<file path="src/rtl/cache_req_arbiter.sv">
// Round-robin arbiter sharing one cache request port among NUM_REQ requesters, one transaction in flight.
// Define CACHE_ARB_FIXED_PRIO_EN to replace round-robin with fixed lowest-index priority.
module cache_req_arbiter #(
    parameter int NUM_REQ   = 4,
    parameter int PAYLOAD_W = 128,
    parameter int RESP_W    = 64,
    parameter int ID_W      = $clog2(NUM_REQ)
) (
    input  logic                           clock,
    input  logic                           reset_n,
    input  logic [NUM_REQ-1:0]             req_valid,
    input  logic [NUM_REQ*PAYLOAD_W-1:0]   req_payload,
    output logic [NUM_REQ-1:0]             req_ready,
    output logic                           cache_req_valid,
    output logic [PAYLOAD_W-1:0]           cache_req_payload,
    input  logic                           cache_req_ready,
    input  logic                           cache_resp_valid,
    input  logic [RESP_W-1:0]              cache_resp_data,
    output logic [NUM_REQ-1:0]             resp_valid,
    output logic [RESP_W-1:0]              resp_data,
    output logic                           busy,
    output logic [ID_W-1:0]                owner_id
);

    typedef enum logic [1:0] {
        IDLE,
        ISSUE,
        WAIT_RESP
    } state_t;

    state_t                 state_q, state_d;
    logic [PAYLOAD_W-1:0]   payload_q, payload_d;
    logic [ID_W-1:0]        owner_q, owner_d;
    logic [ID_W-1:0]        winner;
    logic [NUM_REQ-1:0]     masked;
    logic                   pickFound;

`ifndef CACHE_ARB_FIXED_PRIO_EN
    logic [ID_W-1:0]        last_q, last_d;

    // Only requesters strictly above the previous grant stay in the masked vector.
    always_comb begin
        masked = '0;
        for (int i = 0; i < NUM_REQ; i++) begin
            masked[i] = req_valid[i] && (i > int'(last_q));
        end
    end
`else
    assign masked = '0;
`endif

    // Find-first-one on the masked vector, falling back to the raw request vector.
    always_comb begin
        winner    = '0;
        pickFound = 1'b0;
        for (int i = 0; i < NUM_REQ; i++) begin
            if (!pickFound && masked[i]) begin
                winner    = ID_W'(i);
                pickFound = 1'b1;
            end
        end
        for (int i = 0; i < NUM_REQ; i++) begin
            if (!pickFound && req_valid[i]) begin
                winner    = ID_W'(i);
                pickFound = 1'b1;
            end
        end
    end

    always_comb begin
        state_d    = state_q;
        payload_d  = payload_q;
        owner_d    = owner_q;
`ifndef CACHE_ARB_FIXED_PRIO_EN
        last_d     = last_q;
`endif
        req_ready  = '0;
        resp_valid = '0;

        case (state_q)
            IDLE: begin
                if (|req_valid) begin
                    req_ready = NUM_REQ'(1) << winner;
                    payload_d = req_payload[int'(winner)*PAYLOAD_W +: PAYLOAD_W];
                    owner_d   = winner;
`ifndef CACHE_ARB_FIXED_PRIO_EN
                    last_d    = winner;
`endif
                    state_d   = ISSUE;
                end
            end
            ISSUE: begin
                if (cache_req_ready) begin
                    state_d = WAIT_RESP;
                end
            end
            WAIT_RESP: begin
                if (cache_resp_valid) begin
                    resp_valid = NUM_REQ'(1) << owner_q;
                    state_d    = IDLE;
                end
            end
            default: begin
                state_d = IDLE;
            end
        endcase
    end

    // Reset points last at the top index so requester 0 wins the first arbitration.
    always_ff @(posedge clock or negedge reset_n) begin
        if (!reset_n) begin
            state_q   <= IDLE;
            payload_q <= '0;
            owner_q   <= '0;
`ifndef CACHE_ARB_FIXED_PRIO_EN
            last_q    <= ID_W'(NUM_REQ - 1);
`endif
        end else begin
            state_q   <= state_d;
            payload_q <= payload_d;
            owner_q   <= owner_d;
`ifndef CACHE_ARB_FIXED_PRIO_EN
            last_q    <= last_d;
`endif
        end
    end

    assign cache_req_valid   = (state_q == ISSUE);
    assign cache_req_payload = payload_q;
    assign busy              = (state_q != IDLE);
    assign owner_id          = owner_q;
    assign resp_data         = cache_resp_data;

endmodule
</file>
<file path="config.mk">
export PLATFORM = sky130hd
export DESIGN_NAME = cache_req_arbiter
export DESIGN_NICKNAME = d
export VERILOG_FILES = /design/src/rtl/cache_req_arbiter.sv
export SDC_FILE = /design/constraint.sdc
export NUM_CORES = 1
export LEC_CHECK = 0
export BUFFER_PORTS_ARGS = -buffer_cell sky130_fd_sc_hd__buf_4
export CAP_MARGIN = 20
export CORE_AREA = 2 2 303 305
export DETAILED_ROUTE_END_ITERATION = 6
export DIE_AREA = 0 0 305 307
export GPL_TIMING_DRIVEN = 0
export PLACE_DENSITY = 0.37
export RECOVER_POWER = 50
export SYNTH_ARGS = -nofsm -noshare
export SYNTH_HDL_FRONTEND = slang
export SYNTH_SLANG_ARGS = --single-unit
</file>
<file path="constraint.sdc">
create_clock -name clock -period 2.33 [get_ports clock]
set_input_delay 0.3495 -clock clock [delete_from_list [all_inputs] [get_ports clock]]
set_output_delay 0.3495 -clock clock [all_outputs]
set_load 0.01 [all_outputs]
</file>
==> impl_results.md <==
- FFs w/ async S/R, synth: 1.00
- Violated checks: max-capacitance violations, max-slew violations, negative setup slack
- Met1 Track Usage GR: 0.114
- H-tree depth: 4
- Die area: ~0.094 mm2
- Post-Syn Area: roughly 0.009 mm2
- Setup total negative slack: -234 ps
- DP HPWL: approximately 44000 um
- Die span in x: just over 300 um
- Proportion of layout cells with a drive suffix above 1: 0.575
- CP delay by family, top: flip-flops
- RSZ-0062 raised after global routing: yes
- Final Max Tran Viols: 65
- DRC violations left: 0
- Run status: complete, but fails checks
- Power Density: 1160 mW/mm2
- Initial Util: 0.0988
- Num Clock Sinks: 134
- Number of max-cap violations: 1
- Final #Nets: roughly 2.2k
- IO Port Bufs: 723
- Final core utilization: 0.191
- Tot GR Track Use: 0.110
- Met3 usage: 0.0389
- Ranking of synthesized cells by area: dfrtp_1 (37%), mux2i_1 (29%), o221ai_1 (13%)
- Max frequency: 417 MHz
- Routability cong.: about 0.85
- Number of synthesized flops with an enable pin: 0
- DRT Pass-1 Iters: 6
- Hold WC Path Type: in2reg
- Root Buffer: clkbuf_16
- Crit path time final: 2400 ps
- CTS clock-pin slew for the worst setup and hold paths: 60 ps
- GRT Residual Overflow: 0
- Crit-path cells: nand2b_4 > o22ai_2 > a21oi_2 > nand2_4 > buf_12 > clkbuf_16 > nor2_4 > buf_6
- CTS Buffer Depth: 2
- Post-synth top cells: mux2i_1 (256), nand2_1 (133), dfrtp_1 (132)
- # IOs: ~790
- Least-Margin Pin Slew: 1690 ps
- Warnings, synthesis: 0
- Yosys top cell area share: 0.369
- Crit path max-delay cell type: dfstp_2
- Busiest grt layer: met2
- Post-synth top area cell: dfrtp_1
- Vias: 9848
- Syn avg cell area: 10.9 um2
- Routed len/inst: just under 20 um
- CP peak stage delay: 550 ps
- First-pass GRT wire length: between 70000 and 80000 um
- CP bufs+invs: 3
- Setup violators final: 5
- Row count: between 100 and 150
- Final setup margin: -69.8 ps
- Syn Nets: about 1.4k
- Lkg Pwr: 8.42 nW
- Worst Path Max Fanout: 4
- Most frequently used flop master after synthesis: dfrtp_1
- Vias per cell: about 3.5
- Initial antenna violation count: 4
- Clk_lat worst skew: 470 ps
- Met2 Use GR: 0.207
- CTS tree: done
- Crit path DAT: 2050 ps
- Fin Clk Skew: approximately 14 ps
- Vert. Die Dim: 307 um
- Distinct cell type count after synthesis: 31
- Max-slew headroom: -0.128
- Antenna-violating nets left: 0
- Crit path launch type: register
- Final Hold Fails: 0
- Worst vdd ir: about 540 uV
- Synthesized instance count: 824
- Crit share post-route: 1.03
- WP data required: 1980 ps
- Vias in the first global route: 10.6k
- Crit end category: primary output
- Critical path type: reg2out
- Pin count of the biggest net entering global routing: 71
- Most frequent cell after synthesis: mux2i_1
- Initial DRC Count: 317
- CTS buffer count: 17
- #FFs+latches synth: 134
- Sequential area share after synthesis: 0.374
- Core footprint: roughly 0.091 mm2
- Synth-to-layout area growth: 93.2%
- Total wire length: 55500 um
-- layout make-up --
type | count | area, um2
clock buffer | 18 | 429
multi-input combinational | 552 | 4800
fill | 10100 | 73400
buffer | 134 | 1310
timing repair buffer | 759 | 5800
inverter | 3 | 11.3
clock inverter | 14 | 126
antenna | 3 | 7.51
sequential | 134 | 3360
tap | 1186 | 1480
-- state kept, by name (all words and copies together), names as in the netlist --
name and cells:
state_q 2, last_q 2, owner_id 2, cache_req_payload 128
-- through the flow --
stage	setup slack, ps	area [um2]	hold WS, ps	instances	power (mW)
after global placement	-1140	15900	473	2733	16.0
after detailed placement	-1220	15900	375	2735	16.0
final	-69.8	17300	102	2803	20.1
after global routing	-193	17300	62.3	2801	21.5
after CTS	-177	17000	35.1	2788	19.9
after floorplan	437	8960	53.9	824	10.4
-- worst paths after layout --
check / startpoint / end / slack (ps) / depth (start not counted)
min reg2reg: cache_req_payload[62] / cache_req_payload[62] / 490 / 2
max: last_q[0] / req_ready[2] / -70 / 8
max in group asynchronous: reset_n / state_q[1] / 280 / 3
min: cache_req_ready / state_q[0] / 100 / 2
min in group asynchronous: reset_n / cache_req_payload[32] / 700 / 3
max reg2reg: last_q[0] / cache_req_payload[28] / -10 / 9
-- power by group --
part | switching [mW] | leakage (nW) | internal, mW | total, mW
logic | 6.64 | 6.51 | 6.37 | 13.0
clock network | 1.29 | 0.271 | 1.48 | 2.77
registers | 0.742 | 1.65 | 3.54 | 4.28
total | 8.67 | 8.42 | 11.4 | 20.1
-- metal layers --
layer,vias to the layer above,share of wire
met5,-,0
met4,0,0.025
met3,51,0.077
met2,523,0.53
met1,4674,0.37
li1,4600,-
-- layout by cell type, fill, tap and decap left out, drive strengths merged --
| cell | netlist | routed |
|---|---|---|
| a21oi | 5 | 5 |
| bufinv | 0 | 1 |
| bufbuf | 6 | 5 |
| clkinv | 0 | 7 |
| o22ai | 1 | 1 |
| nand2b | 5 | 5 |
| nor2 | 11 | 11 |
| nor3b | 1 | 1 |
| o21a | 1 | 1 |
| a211oi | 1 | 1 |
| nor3 | 1 | 1 |
| nand2 | 133 | 133 |
| or2 | 1 | 1 |
| dfrtp | 132 | 132 |
| o21ai | 3 | 3 |
| and3b | 1 | 1 |
| a211o | 1 | 1 |
| clkbuf | 39 | 110 |
| mux2i | 256 | 256 |
| dfstp | 2 | 2 |
| diode | 0 | 3 |
| inv | 3 | 7 |
| o221ai | 128 | 128 |
| a22o | 1 | 1 |
| clkinvlp | 0 | 2 |
| a21o | 1 | 1 |
| buf | 90 | 795 |
| dlygate4sd3 | 0 | 1 |
| and3 | 1 | 1 |
-- kinds of logic after synthesis --
| logic type | share of synthesized area |
|---|---|
| multiplexers | 0.286 |
| flip-flops | 0.374 |
| AND/OR/NAND/NOR | 0.0679 |
| AO/OA/AOI/OAI | 0.137 |
| buffers and inverters | 0.135 |
-- repair_timing --
item | in CTS | in global routing
resized for setup | 73 | 62
setup buffers | 18 | 6
hold endpoints to repair | 132 | 0
cloned | 2 | 8
pin swaps | 4 | 18
hold buffers | 1 | 0
endpoints found under the setup margin | 115 | 123
No activity file was read; power rests on OpenSTA's default activity.
